`src/rtl/servo_pkg.sv`:
```
// Shared definitions for the multi-channel servo controller: opcodes,
// FSM state encoding, fault codes and instruction-word field layout.
// Instruction word, MSB to LSB: {op[1:0], chan[CH_W-1:0], chain, pos[POS_W-1:0]}.
package servo_pkg;

  localparam logic [1:0] OP_STOP = 2'b00;
  localparam logic [1:0] OP_SET  = 2'b01;
  localparam logic [1:0] OP_EXT  = 2'b10;
  localparam logic [1:0] OP_RET  = 2'b11;

  typedef enum logic [1:0] {
    ST_IDLE  = 2'd0,
    ST_MOVE  = 2'd1,
    ST_CHAIN = 2'd2,
    ST_FIN   = 2'd3
  } state_t;

  localparam logic [1:0] FAULT_NONE    = 2'b00;
  localparam logic [1:0] FAULT_BAD_CH  = 2'b01;
  localparam logic [1:0] FAULT_TIMEOUT = 2'b10;

  // Channel field width; a single-channel build still carries one bit.
  function automatic int ch_w(input int num_ch);
    return (num_ch <= 1) ? 1 : $clog2(num_ch);
  endfunction

  function automatic int instr_w(input int num_ch, input int pos_w);
    return 2 + ch_w(num_ch) + 1 + pos_w;
  endfunction

  function automatic int chain_lsb(input int pos_w);
    return pos_w;
  endfunction

  function automatic int chan_lsb(input int pos_w);
    return pos_w + 1;
  endfunction

  function automatic int op_lsb(input int num_ch, input int pos_w);
    return pos_w + 1 + ch_w(num_ch);
  endfunction

endpackage

```
`src/rtl/servo_multi_ctrl_if.sv`:
```
// Instruction channel into the servo controller.
// Handshake: the producer holds instr_valid and instr_data stable until a
// cycle in which instr_ready is also high; that clock edge is the transfer.
interface servo_multi_ctrl_if #(
  parameter int DATA_W = 13
) ();
  logic              instr_valid;
  logic              instr_ready;
  logic [DATA_W-1:0] instr_data;

  modport master (output instr_valid, output instr_data, input instr_ready);
  modport slave  (input instr_valid, input instr_data, output instr_ready);
endinterface

```
`src/rtl/servo_pwm_ch.sv`:
```
// Single-channel servo PWM generator. The position is latched at the start
// of each frame so a command change never produces a truncated pulse.
// Optional build macro SERVO_SOFT_RAMP_EN: the applied position slews one
// LSB per RAMP_CYC cycles toward the commanded position.
module servo_pwm_ch #(
  parameter int POS_W         = 8,
  parameter int PERIOD_CYC    = 720000,
  parameter int MIN_PULSE_CYC = 24000,
  parameter int STEP_CYC      = 94,
  parameter int RAMP_CYC      = 24000
) (
  input  logic             clk,
  input  logic             reset,
  input  logic             en,
  input  logic [POS_W-1:0] pos,
  output logic             pulse
);

  localparam int CNT_W = $clog2(PERIOD_CYC);

  logic [CNT_W-1:0] cnt;
  logic [CNT_W-1:0] thr;
  logic [POS_W-1:0] pos_app;
  logic [POS_W-1:0] pos_lat;
  logic [POS_W-1:0] pos_eff;

  if (RAMP_CYC < 1) begin : g_bad_ramp
    $error("servo_pwm_ch: RAMP_CYC must be at least 1");
  end

`ifdef SERVO_SOFT_RAMP_EN
  localparam int RW = (RAMP_CYC > 2) ? $clog2(RAMP_CYC) : 1;
  logic [RW-1:0] ramp_cnt;

  // Slew the applied position one LSB toward the command every RAMP_CYC cycles.
  always_ff @(posedge clk) begin
    if (reset) begin
      ramp_cnt <= '0;
      pos_app  <= '0;
    end else if (ramp_cnt == RW'(RAMP_CYC - 1)) begin
      ramp_cnt <= '0;
      if (pos_app < pos)      pos_app <= pos_app + POS_W'(1);
      else if (pos_app > pos) pos_app <= pos_app - POS_W'(1);
    end else begin
      ramp_cnt <= ramp_cnt + RW'(1);
    end
  end
`else
  assign pos_app = pos;
`endif

  // At count 0 the live value is used, so the first frame after enable
  // already reflects the position written in the same cycle.
  assign pos_eff = (cnt == '0) ? pos_app : pos_lat;
  assign thr     = CNT_W'(MIN_PULSE_CYC) + CNT_W'(pos_eff) * CNT_W'(STEP_CYC);
  assign pulse   = en && (cnt < thr);

  // Frame counter; held at 0 while disabled so enable starts a fresh frame.
  always_ff @(posedge clk) begin
    if (reset || !en) begin
      cnt <= '0;
    end else if (cnt == CNT_W'(PERIOD_CYC - 1)) begin
      cnt <= '0;
    end else begin
      cnt <= cnt + CNT_W'(1);
    end
  end

  // Frame-start position latch.
  always_ff @(posedge clk) begin
    if (reset) begin
      pos_lat <= '0;
    end else if (cnt == '0) begin
      pos_lat <= pos_app;
    end
  end

endmodule

```
`src/rtl/servo_multi_ctrl.sv`:
```
// Multi-channel servo controller: decodes STOP/SET/EXTEND/RETRACT words,
// runs limit-switch-terminated moves with a timeout, and drives one PWM
// generator per channel. Optional build macro SERVO_SOFT_RAMP_EN enables
// position slewing inside each PWM channel.
module servo_multi_ctrl
  import servo_pkg::*;
#(
  parameter int NUM_CH        = 4,
  parameter int POS_W         = 8,
  parameter int PERIOD_CYC    = 720000,
  parameter int MIN_PULSE_CYC = 24000,
  parameter int STEP_CYC      = 94,
  parameter int TIMEOUT_CYC   = 48000000,
  parameter int RAMP_CYC      = 24000
) (
  input  logic                clk,
  input  logic                reset,
  servo_multi_ctrl_if.slave   instr,
  input  logic [NUM_CH-1:0]   limit_ext_n,
  input  logic [NUM_CH-1:0]   limit_ret_n,
  output logic [NUM_CH-1:0]   servo_pulse,
  output logic                busy,
  output logic                done,
  output logic                fault,
  output logic [1:0]          fault_code,
  output logic [1:0]          state_dbg
);

  localparam int CH_W     = ch_w(NUM_CH);
  localparam int CHAIN_B  = chain_lsb(POS_W);
  localparam int CHAN_LSB = chan_lsb(POS_W);
  localparam int OP_LSB   = op_lsb(NUM_CH, POS_W);
  localparam int TO_W     = (TIMEOUT_CYC > 2) ? $clog2(TIMEOUT_CYC) : 1;
  localparam int CH_SPAN  = 1 << CH_W;
  // Bit i set when channel number i exists.
  localparam logic [CH_SPAN-1:0] CH_OK = {CH_SPAN{1'b1}} >> (CH_SPAN - NUM_CH);
  localparam longint MAX_PULSE = longint'(MIN_PULSE_CYC)
                               + ((longint'(1) << POS_W) - 1) * longint'(STEP_CYC);

  if (NUM_CH < 1 || NUM_CH > 16) begin : g_bad_num_ch
    $error("servo_multi_ctrl: NUM_CH must be 1..16");
  end
  if (MAX_PULSE >= longint'(PERIOD_CYC)) begin : g_bad_pulse
    $error("servo_multi_ctrl: longest pulse does not fit in the PWM frame");
  end

  state_t            state;
  logic [NUM_CH-1:0] en;
  logic [POS_W-1:0]  pos_q [NUM_CH];
  logic [CH_W-1:0]   chan_r;
  logic              chain_r;
  logic              dir_ext;
  logic [TO_W-1:0]   to_cnt;
  logic [NUM_CH-1:0] ext_s1, ext_s2, ret_s1, ret_s2;

  logic [1:0]        in_op;
  logic [CH_W-1:0]   in_chan;
  logic              in_chain;
  logic [POS_W-1:0]  in_pos;
  logic              accept;
  logic              lim_hit;

  assign in_pos   = instr.instr_data[POS_W-1:0];
  assign in_chain = instr.instr_data[CHAIN_B];
  assign in_chan  = instr.instr_data[CHAN_LSB +: CH_W];
  assign in_op    = instr.instr_data[OP_LSB +: 2];

  assign instr.instr_ready = (state == ST_IDLE) && !reset;
  assign accept            = instr.instr_valid && instr.instr_ready;
  assign lim_hit           = dir_ext ? !ext_s2[chan_r] : !ret_s2[chan_r];

  assign busy      = (state == ST_MOVE) || (state == ST_CHAIN);
  assign done      = (state == ST_FIN);
  assign state_dbg = state;

  // Two-flop synchronisers for the asynchronous limit switches (idle high).
  always_ff @(posedge clk) begin
    if (reset) begin
      ext_s1 <= '1;
      ext_s2 <= '1;
      ret_s1 <= '1;
      ret_s2 <= '1;
    end else begin
      ext_s1 <= limit_ext_n;
      ext_s2 <= ext_s1;
      ret_s1 <= limit_ret_n;
      ret_s2 <= ret_s1;
    end
  end

  // Instruction sequencer: owns channel enables, positions and fault state.
  always_ff @(posedge clk) begin
    if (reset) begin
      state      <= ST_IDLE;
      en         <= '0;
      for (int i = 0; i < NUM_CH; i++) pos_q[i] <= '0;
      chan_r     <= '0;
      chain_r    <= 1'b0;
      dir_ext    <= 1'b0;
      to_cnt     <= '0;
      fault      <= 1'b0;
      fault_code <= FAULT_NONE;
    end else begin
      case (state)
        ST_IDLE: begin
          if (accept) begin
            fault      <= 1'b0;
            fault_code <= FAULT_NONE;
            chan_r     <= in_chan;
            chain_r    <= in_chain;
            to_cnt     <= '0;
            if (!CH_OK[in_chan]) begin
              fault      <= 1'b1;
              fault_code <= FAULT_BAD_CH;
              state      <= ST_FIN;
            end else begin
              case (in_op)
                OP_STOP: begin
                  en    <= '0;
                  state <= ST_FIN;
                end
                OP_SET: begin
                  pos_q[in_chan] <= in_pos;
                  en[in_chan]    <= 1'b1;
                  state          <= ST_FIN;
                end
                OP_EXT: begin
                  dir_ext <= 1'b1;
                  state   <= ST_MOVE;
                end
                default: begin
                  dir_ext <= 1'b0;
                  state   <= ST_MOVE;
                end
              endcase
            end
          end
        end
        ST_MOVE: begin
          if (lim_hit) begin
            en[chan_r] <= 1'b0;
            state      <= (dir_ext && chain_r) ? ST_CHAIN : ST_FIN;
          end else if (to_cnt == TO_W'(TIMEOUT_CYC - 1)) begin
            en[chan_r] <= 1'b0;
            fault      <= 1'b1;
            fault_code <= FAULT_TIMEOUT;
            state      <= ST_FIN;
          end else begin
            en[chan_r]    <= 1'b1;
            pos_q[chan_r] <= {POS_W{dir_ext}};
            to_cnt        <= to_cnt + TO_W'(1);
          end
        end
        ST_CHAIN: begin
          dir_ext <= 1'b0;
          to_cnt  <= '0;
          state   <= ST_MOVE;
        end
        default: begin
          state <= ST_IDLE;
        end
      endcase
    end
  end

  for (genvar g = 0; g < NUM_CH; g++) begin : g_ch
    servo_pwm_ch #(
      .POS_W         (POS_W),
      .PERIOD_CYC    (PERIOD_CYC),
      .MIN_PULSE_CYC (MIN_PULSE_CYC),
      .STEP_CYC      (STEP_CYC),
      .RAMP_CYC      (RAMP_CYC)
    ) u_pwm (
      .clk   (clk),
      .reset (reset),
      .en    (en[g]),
      .pos   (pos_q[g]),
      .pulse (servo_pulse[g])
    );
  end

endmodule

```
`src/flat_wrapper.sv`:
```
// flat-port wrapper written by rule: the top's interface ports become plain ports
module servo_multi_ctrl_flat import servo_pkg::*;
#(
  parameter int NUM_CH        = 4,
  parameter int POS_W         = 8,
  parameter int PERIOD_CYC    = 720000,
  parameter int MIN_PULSE_CYC = 24000,
  parameter int STEP_CYC      = 94,
  parameter int TIMEOUT_CYC   = 48000000,
  parameter int RAMP_CYC      = 24000
)
  (clk, reset, limit_ext_n, limit_ret_n, servo_pulse, busy, done, fault, fault_code, state_dbg, instr_instr_valid, instr_instr_data, instr_instr_ready);
  servo_multi_ctrl_if #(.DATA_W(13)) instr_i ();
  input  logic clk;
  input  logic reset;
  input  logic [NUM_CH-1:0] limit_ext_n;
  input  logic [NUM_CH-1:0] limit_ret_n;
  output logic [NUM_CH-1:0] servo_pulse;
  output logic busy;
  output logic done;
  output logic fault;
  output logic [1:0] fault_code;
  output logic [1:0] state_dbg;
  input wire logic [$bits(instr_i.instr_valid)-1:0] instr_instr_valid;
  input wire logic [$bits(instr_i.instr_data)-1:0] instr_instr_data;
  output wire logic [$bits(instr_i.instr_ready)-1:0] instr_instr_ready;
  assign instr_i.instr_valid = instr_instr_valid;
  assign instr_i.instr_data = instr_instr_data;
  assign instr_instr_ready = instr_i.instr_ready;
  servo_multi_ctrl #(.NUM_CH(NUM_CH), .POS_W(POS_W), .PERIOD_CYC(PERIOD_CYC), .MIN_PULSE_CYC(MIN_PULSE_CYC), .STEP_CYC(STEP_CYC), .TIMEOUT_CYC(TIMEOUT_CYC), .RAMP_CYC(RAMP_CYC)) u_core (.clk(clk), .reset(reset), .instr(instr_i), .limit_ext_n(limit_ext_n), .limit_ret_n(limit_ret_n), .servo_pulse(servo_pulse), .busy(busy), .done(done), .fault(fault), .fault_code(fault_code), .state_dbg(state_dbg));
endmodule
```
`config.mk`:
```
export PLATFORM = sky130hd
export DESIGN_NAME = servo_multi_ctrl_flat
export DESIGN_NICKNAME = d
export VERILOG_FILES = /design/src/rtl/servo_pkg.sv /design/src/rtl/servo_multi_ctrl_if.sv /design/src/rtl/servo_pwm_ch.sv /design/src/rtl/servo_multi_ctrl.sv /design/src/flat_wrapper.sv
export SDC_FILE = /design/constraint.sdc
export NUM_CORES = 1
export LEC_CHECK = 0
export ABC_AREA = 1
export CORE_ASPECT_RATIO = 1.25
export CORE_UTILIZATION = 50
export DETAILED_ROUTE_END_ITERATION = 12
export PLACE_DENSITY = 0.66
export SLEW_MARGIN = 20
export SYNTH_ARGS = -nofsm -noshare
export SYNTH_HDL_FRONTEND = slang
export SYNTH_HIERARCHICAL = 1
export SYNTH_SLANG_ARGS = --single-unit
```
`constraint.sdc`:
```
create_clock -name clk -period 8.5 [get_ports clk]
set_input_delay 2.55 -clock clk [delete_from_list [all_inputs] [get_ports clk]]
set_output_delay 2.55 -clock clk [all_outputs]
set_load 0.02 [all_outputs]
```
After elaboration in Yosys (flattened, before gate mapping)

Memory sizes are Yosys's and may differ from the RTL's.
Index checks and enable logic that the tools add are counted.

$add $sub $neg: 9
Multipliers: 4
Order comparisons: 8
Equality and inequality tests: 18
Mux-type cells: 65
Bitwise gates (word level): 4
Reduce and logical (&&, ||, !) cells: 43

Operators with widths:

| cell                   | number |
|---|---|
| $add 20x1->20 const B  | 4 |
| $eq 20x20->1 const B   | 4 |
| $logic_not 20->1       | 4 |
| $lt 20x16->1           | 4 |
| $mux 26                | 3 |
| $pmux 26 s3            | 1 |
| $add 15x15->16 const A | 4 |
| $mul 8x6->14 const B   | 4 |
| $mux 8                 | 6 |
| $mux 1                 | 29 |
| $add 26x1->26 const B  | 1 |
| $eq 26x26->1 const B   | 1 |
| $mux 2                 | 10 |
| $mux 4                 | 4 |
| $pmux 4 s2             | 2 |
| $reduce_and 4->1       | 4 |
| $reduce_or 8->1        | 2 |
| $ne 2x2->1 const B     | 5 |
| $reduce_or 2->1        | 5 |
| $logic_and 1x1->1      | 9 |
| $or 4x4->4             | 2 |
| $logic_not 1->1        | 7 |
| $bmux 1 s2             | 3 |
| $eq 2x2->1 const B     | 3 |
| 17 further kinds       | 30 |

Register bits: 167
Bits in writable memories: 32
Output and inout port bits: 12
Memories: 1

Memories:

| memory       | depth | bits a word | read ports | clocked after memory_dff | wr ports | RTL line               | source |
|---|---|---|---|---|---|---|---|
| u_core.pos_q | 4     | 8           | 4          | 0                        | 4        | servo_multi_ctrl.sv:49 | `logic [POS_W-1:0] pos_q [NUM_CH];` |

Longest topological paths before layout

Gate-level depths: netlist of the first run.

Depth after elaboration: 10
Gate-level depth with buffers: 35

Modules after synthesis

The synthesis of the first run kept the hierarchy.

By module, submodules not included:

| module                               | times used | cells an instance | area an instance (sq um) |
|---|---|---|---|
| servo_multi_ctrl                     | 1          | 648               | 4725.8 |
| servo_pwm_ch at u_core.g_ch[1].u_pwm | 1          | 451               | 3300.7 |
| servo_pwm_ch at u_core.g_ch[2].u_pwm | 1          | 451               | 3284.4 |
| servo_pwm_ch at u_core.g_ch[0].u_pwm | 1          | 453               | 3194.3 |
| servo_pwm_ch at u_core.g_ch[3].u_pwm | 1          | 460               | 3145.5 |

Worst setup path before layout of the first run

OpenSTA, ideal clock, no wires.

Path type: register to output
Start point: register u_core.g_ch[0].u_pwm.cnt[0]
End point: output port servo_pulse[0]
Arrival: 5.218 ns
Slack: 0.732 ns
Stages on the path, launching flop included: 30
Path buffers: 2
Path through: dfxtp_1 > inv_1 > ha_1 > nand3_1 > nor2_1 > nand3_2 > buf_6 > inv_2 > buf_2 > a21oi_1 > fa_1 > inv_1 > fa_1 > fa_1 > inv_1 > ha_1 > or2_1 > nand3_1 > nand2_1 > nand2_1 > nand2_1 > nor2_2 > nand3_1 > nand2_1 > nand2_1 > ha_1 > a21oi_1 > o2111a_1 > o21ai_0 > a21oi_1

Longest elaborated chain between the ends: 6

RTL lines:

| what                                      | RTL line           | source |
|---|---|---|
| from (decl)                               | servo_pwm_ch.sv:21 | `logic [CNT_W-1:0] cnt;` |
| from (signal assigned)                    | servo_pwm_ch.sv:65 | `cnt <= cnt + CNT_W'(1);` |
| $logic_not 20->1                          | servo_pwm_ch.sv:54 | `assign pos_eff = (cnt == '0) ? pos_app : pos_lat;` |
| $mux 8                                    | n/a                |  |
| named net u_core.g_ch[0].u_pwm.pos_eff[6] | servo_pwm_ch.sv:25 | `logic [POS_W-1:0] pos_eff;` |
| $mul 8x6->14                              | servo_pwm_ch.sv:55 | `assign thr = CNT_W'(MIN_PULSE_CYC) + CNT_W'(pos_eff) * CNT_W'(STEP_CYC);` |
| $add 15x15->16                            | servo_pwm_ch.sv:55 |  |
| $lt 20x16->1                              | servo_pwm_ch.sv:56 | `assign pulse = en && (cnt < thr);` |
| $logic_and 1x1->1                         | servo_pwm_ch.sv:56 |  |
| to (decl)                                 | flat_wrapper.sv:18 | `output logic [NUM_CH-1:0] servo_pulse;` |

The timed path passes the listed nets, and every way through them passes these cells.

Worst setup path in the final report of the first run

Start point: register u_core.g_ch[2].u_pwm.cnt[1]
End point: output port servo_pulse[2]

Longest elaborated chain between the ends: 6

RTL lines:

| what                   | RTL line |
|---|---|
| from (decl)            | servo_pwm_ch.sv:21 |
| from (signal assigned) | servo_pwm_ch.sv:65 |
| $logic_not 20->1       | servo_pwm_ch.sv:54 |
| $mux 8                 | n/a |
| $mul 8x6->14           | servo_pwm_ch.sv:55 |
| $add 15x15->16         | servo_pwm_ch.sv:55 |
| $lt 20x16->1 *         | servo_pwm_ch.sv:56 |
| $logic_and 1x1->1 *    | servo_pwm_ch.sv:56 |

Mark *: on every way between the ends. The rest lies on a longest branch, timed or not.

==> results of run 1 <==
==> cells by family (layout without fill, tap and decap cells) <==
group | after synthesis | in the layout | synth area share, %
other cells | 1 | 1 | 0.02125
fa+ha+maj | 249 | 249 | 20.33
simple gates | 1250 | 1251 | 33.79
xor+xnor | 65 | 65 | 3.225
compound gates | 234 | 234 | 7.968
flops | 197 | 197 | 24.16
buf+inv | 467 | 616 | 10.51
==> worst paths after layout <==
kind	from	to	slack, ns	cells past startpoint
worst min-delay path	u_core/ret_s1[1]	u_core/ret_s2[1]	0.41	1
worst max register to register	u_core/state_dbg[1]	u_core/pos_q[3][1]	5.62	8
worst min register to register	u_core/ret_s1[1]	u_core/ret_s2[1]	0.41	1
worst max-delay path	u_core/g_ch[2].u_pwm/cnt[1]	servo_pulse[2]	0.29	30
==> cell usage after synthesis, types with 16 or more instances <==
cell,count
o21ai_0,43
inv_2,35
nor3_1,34
or2_2,25
fa_1,63
ha_1,186
nand4_1,35
nand3_1,116
a21oi_1,143
nor2_4,21
nand2_2,44
inv_1,396
nor2_2,34
xnor2_1,20
dfxtp_1,165
nand3_2,16
xor2_1,45
edfxtp_1,32
nor2_1,266
nand2_1,576
==> critical path: cells and delay by family, from the launching register on <==
kind | cells | cell delay [ns]
adders and majority gates | 8 | 2.34
and+or+nand+nor | 13 | 1.53
buffers and inverters | 6 | 0.62
DFF | 1 | 0.34
AOI/OAI and AO/OA | 2 | 0.27
xor gates and xnor gates | 1 | 0.14
==> sequential cells by signal, summed over array words and instances (netlist names), named ones only <==
name / cells
u_core/state_dbg: 2
u_core/ext_s1: 4
u_core/ret_s2: 4
u_core/dir_ext: 1
u_core/chan_r: 2
u_core/to_cnt: 26
u_core/ext_s2: 4
u_core/fault_code: 1
u_core/g_ch.u_pwm/cnt: 80
u_core/ret_s1: 4
u_core/pos_q: 32
u_core/chain_r: 1
u_core/g_ch.u_pwm/pos_lat: 32
==> layer usage <==
| layer | routed length (um) | vias to the layer above | GRT usage, % |
|---|---|---|---|
| met4 | 517 | 0 | 4.567 |
| met3 | 1060 | 45 | 2.978 |
| met5 | 0 | - | 0 |
| met2 | 21180 | 162 | 42.30 |
| met1 | 17550 | 7286 | 26.68 |
| li1 | - | 8049 | - |
==> repair_timing <==
action,4_1_cts,5_1_grt
setup buffers,4,48
hold endpoints to repair,0,0
setup endpoints to repair,4,4
pin swaps,6,104
gates cloned,1,1
resized for setup,45,199
hold buffers,0,0
==> through the flow <==
| stage | area, um^2 | instances |
|---|---|---|
| CTS | 19630 | 3032 |
| global route | 20820 | 3081 |
| global placement | 18830 | 2995 |
| detailed placement | 18830 | 2995 |
| floorplan | 17650 | 2463 |
| finish | 20820 | 3081 |
==> cell type report <==
class	count	share of cell area (%)
Clock buffer	17	2.043
Clock inverter	15	1.070
Inverter	434	7.992
Multi-Input combinational cell	1800	59.42
Sequential cell	197	20.61
Tap cell	468	2.812
Timing Repair Buffer	149	6.027
Timing Repair inverter	1	0.03005
==> cells in the final DEF (no fill, tap or decap), drive strengths merged, types with 29 or more instances in the layout <==
cell,count
a21oi,144
buf,120
clkdlybuf4s50,29
dfxtp,165
edfxtp,32
fa,63
ha,186
inv,444
nand2,630
nand3,136
nand4,38
nor2,323
nor3,48
o21ai,51
or2,44
xor2,45
==> out/summary.txt, run 1 <==
Root Driver: clkbuf_16
Max Clk Rate: 121.8 MHz
Largest net degree at the start of global routing: 55
CORE AREA: 34,610 um^2
CTS tree: built
Sequential element share of the synthesized area: 24.16%
Synthesized area per cell: 7.166 um^2
Via count: 15,540
Drt first-iter violations: 733
ANT nets after route: 0
Slowest-stage cell, CP: fa_1
Multi-input gate area: 12,370 um^2
Hold WC Path Type: reg -> reg
Crit path DAT: 5.66 ns
Rel. slew slack: 40.63%
Min Tclk post-route: 8.207 ns
Rows: 76
First-pass GRT wire length: 66,410 um
Final setup viols: 0
DRC Markers: 0
HPWL Detailed: 30,430 um
Avg WL per Cell: 13.08 um
Total Wirelength: 40,310 um
CTS sink cnt: 197
Share of cells above drive strength 1: 21.51%
Fin. max-slew vios: 0
Crit path kind: reg -> out
Final antenna diode count: 0
Fillers: 3,161
Kind of start point of the critical path: flip-flop
Core Util, Final: 60.15%
Status: finished, final reports clean
Initial DRT Pass Iterations: 5
Final hold vios: 0
Via density: 5.044
Crit-path max cell delay: 0.44 ns
Measured slew at the worst slew-check pin: 0.8878 ns
Final setup TNS: 0 ns
Cells after Synth: 2,463
Place WS: -0.1403 ns
Clock transition at path regs: 0.09 ns
Area Growth Syn to Fin: 17.96%
Die Wd: 170.1 um
H-tree levels: 4
Total grt overflow: 0
CTS max path bufs: 2
Max-cap violations: 0
Top cell type's share of synthesized area: 18.71%
Synth cell types: 61
Worst Setup Slack, final: 0.2928 ns
Register area: 4290 um^2
CP required: 5.95 ns
Post-synthesis cell area: 17,650 um^2
Initial Utilization: 50.99%
Die Y-Extent: 212.1 um
Area leader, netlist: dfxtp_1
Antenna violations before repair: 0
Critical Path Sink Type: output pin
Clock Latency Late Sink: 0.46 ns
EDFF count, synth: 32
Largest cells by area after synthesis: dfxtp_1 19%, ha_1 13%, nand2_1 12%
Crit-path max FO: 6
Yosys reg bits: 197
Die ar.: 36,060 um^2
Final RePlAce weighted congestion: 0.8830
IO Port Bufs: 34
I/O Pins: 36
GRT Util Overall: 22.38%
Ys Warns: 6
Top_reg_cell synth: dfxtp_1
TritonCTS buffer count: 17
Async SR Flop Fraction: 0%
Most frequent CP cell: nand2_1
Syn_nets: 2,736
Final net count: 2,873
Vias in the first global route: 14,950
Layout Skew: 0.01317 ns
Final period util: 96.56%
Hold Slack: 0.4137 ns
Power of run 1 is not shown: default switching activity piles up to over one toggle a cycle in this logic, so the estimate is an artifact.
==> run 2: changes to the inputs <==
==> constraint.sdc (replaced) <==
create_clock -name clk -period 9.1 [get_ports clk]
set_input_delay 2.73 -clock clk [delete_from_list [all_inputs] [get_ports clk]]
set_output_delay 2.73 -clock clk [all_outputs]
set_load 0.02 [all_outputs]
==> out/summary.txt, run 2 (same netlist as run 1, synthesis figures left out) <==
Kind of start point of the critical path: flip-flop (unchanged)
IO Port Bufs: 34 (unchanged)
Via density: 5.032 (was 5.044)
Layout Skew: 0.01432 ns (was 0.01317 ns)
Clock transition at path regs: 0.08 ns (was 0.09 ns)
Rel. slew slack: 38.40% (was 40.63%)
CTS max path bufs: 2 (unchanged)
Final RePlAce weighted congestion: 0.8682 (was 0.8830)
Initial DRT Pass Iterations: 4 (was 5)
Via count: 15,010 (was 15,540)
I/O Pins: 36 (unchanged)
Crit path kind: reg -> out (unchanged)
Critical Path Sink Type: output pin (unchanged)
Avg WL per Cell: 12.73 um (was 13.08 um)
Max FFs per register: 80 (unchanged)
Final hold vios: 0 (unchanged)
Status: finished, final reports clean (unchanged)
Most frequent cells in the layout: 575 x nand2_1, 395 x inv_1, 264 x nor2_1, 185 x ha_1, 164 x dfxtp_1 (was 538 x nand2_1, 381 x inv_1, 258 x nor2_1, 159 x ha_1, 150 x dfxtp_1)
Die Y-Extent: 212.1 um (unchanged)
Min Tclk post-route: 8.712 ns
Cell Area, Placed: 18,410 um^2 (was 18,830 um^2)
Hold WC Path Type: reg -> reg (unchanged)
Fillers: 3,404 (was 3,161)
Top flop regs: u_core/g_ch.u_pwm/cnt x80, u_core/g_ch.u_pwm/pos_lat x32, u_core/pos_q x32 (unchanged)
CP required: 6.37 ns (was 5.95 ns)
Most Used Layer, Global Route: met2 (unchanged)
Crit path DAT: 5.98 ns (was 5.66 ns)
HPWL Detailed: 30,250 um (was 30,430 um)
GRT met2 Usage: 41.04% (was 42.30%)
Total Wirelength: 37,990 um (was 40,310 um)
Largest net degree at the start of global routing: 55 (unchanged)
Antenna violations before repair: 0 (unchanged)
Rows: 76 (unchanged)
Crit-path max cell delay: 0.55 ns (was 0.44 ns)
Clock Latency Late Sink: 0.45 ns (was 0.46 ns)
Die Wd: 170.1 um (unchanged)
CTS sink cnt: 197 (unchanged)
H-tree levels: 4 (unchanged)
TritonCTS buffer count: 17 (unchanged)
Max Clk Rate: 114.8 MHz
DRC Markers: 0 (unchanged)
CTS tree: built (unchanged)
Reg2Reg Setup Slack: 6.12 ns (was 5.62 ns)
Max-cap violations: 0 (unchanged)
ANT nets after route: 0 (unchanged)
Fin. max-slew vios: 0 (unchanged)
Area Growth Syn to Fin: 9.243% (was 17.96%)
Vias in the first global route: 14,620 (was 14,950)
Root Driver: clkbuf_16 (unchanged)
Share of cells above drive strength 1: 12.92% (was 21.51%)
Hold-fix buffers, CTS: 0 (unchanged)
Final period util: 95.74%
Met1 track demand over resource: 25.99% (was 26.68%)
Final net count: 2,775 (was 2,873)
Final Instance Area: 19,280 um^2 (was 20,820 um^2)
Crit-path max FO: 5 (was 6)
Leading cell type in the layout, fill and taps excluded: nand2_1 (unchanged)
Drt first-iter violations: 682 (was 733)
Most frequent CP cell: nand2_1 (unchanged)
CORE AREA: 34,610 um^2 (unchanged)
Measured slew at the worst slew-check pin: 0.9212 ns (was 0.8878 ns)
Top reg by flops: u_core/g_ch.u_pwm/cnt (unchanged)
Initial Utilization: 50.99% (unchanged)
First-pass GRT wire length: 65,240 um (was 66,410 um)
Total grt overflow: 0 (unchanged)
GRT Util Overall: 21.90% (was 22.38%)
Met3 Track Usage GR: 2.997% (was 2.978%)
Slowest-stage cell, CP: fa_1 (unchanged)
Final setup viols: 0 (unchanged)
Die ar.: 36,060 um^2 (unchanged)
[run 2: changes by cell type in the layout (fill, tap and decap cells not counted), moves of 14 or more]
| cell | delta |
|---|---|
| dfxtp_1 | +14 |
| nand3_1 | +24 |
| nand3_2 | -23 |
| ha_1 | +26 |
| inv_1 | +14 |
| buf_4 | -88 |
| ha_4 | -21 |
| nand2_1 | +37 |
| nand2_2 | -34 |
[run 2: critical path: cells and delay by family, from the launching register on]
kind	cells	cell delay [ns]
AOI/OAI and AO/OA	3	0.36
adders and majority gates	6	2.18
buffers and inverters	7	0.82
DFF	1	0.35
and+or+nand+nor	17	1.78
[run 2: what timing repair did]
action                     4_1_cts  5_1_grt
setup endpoints to repair        4        4
setup buffers                    2        8
gates resized for setup         12       49
hold endpoints to repair         0        0
pin swaps                        1        6
gates cloned                     0        1
[run 2: per-layer routing]
metal / share of wire (%) / wire length [um]
met2: 52 / 19700
met1: 45 / 16930
met5: 0 / 0
met3: 2.5 / 946
met4: 1.1 / 412
[run 2: layout make-up]
type / count / area, um^2 / share of cell area [%]
Inverter: 434 / 1657 / 8.591
Clock inverter: 15 / 193.9 / 1.006
Sequential cell: 197 / 4265 / 22.12
Clock buffer: 17 / 425.4 / 2.206
Tap cell: 468 / 585.6 / 3.037
Antenna cell: 1 / 2.502 / 0.01298
Timing Repair Buffer: 52 / 450.4 / 2.336
Multi-Input combinational cell: 1800 / 11700 / 60.69
[run 2: worst paths after layout]
check | cells after the start | end | from
min | 1 | u_core/ret_s2[1] | u_core/ret_s1[1]
min reg2reg | 1 | u_core/ret_s2[1] | u_core/ret_s1[1]
max reg2reg | 7 | u_core/pos_q[3][2] | u_core/state_dbg[0]
max | 33 | servo_pulse[3] | u_core/g_ch[3].u_pwm/cnt[1]
[run 2: through the flow]
step                util [%]  instances  setup slack (ns)  setup TNS (ns)  hold slack, ns
detailed placement     53.20       2940           0.07238               0          0.3976
CTS                    55.12       2974           -0.1753         -0.1753          0.4200
global placement       53.20       2940            0.1538               0          0.3973
finish                 55.71       2984            0.3877               0          0.4167
global route           55.70       2983          -0.01145        -0.01168          0.4315
floorplan                  -       2463             1.152               0          0.3895
Power of run 2 is left out for the same reason.
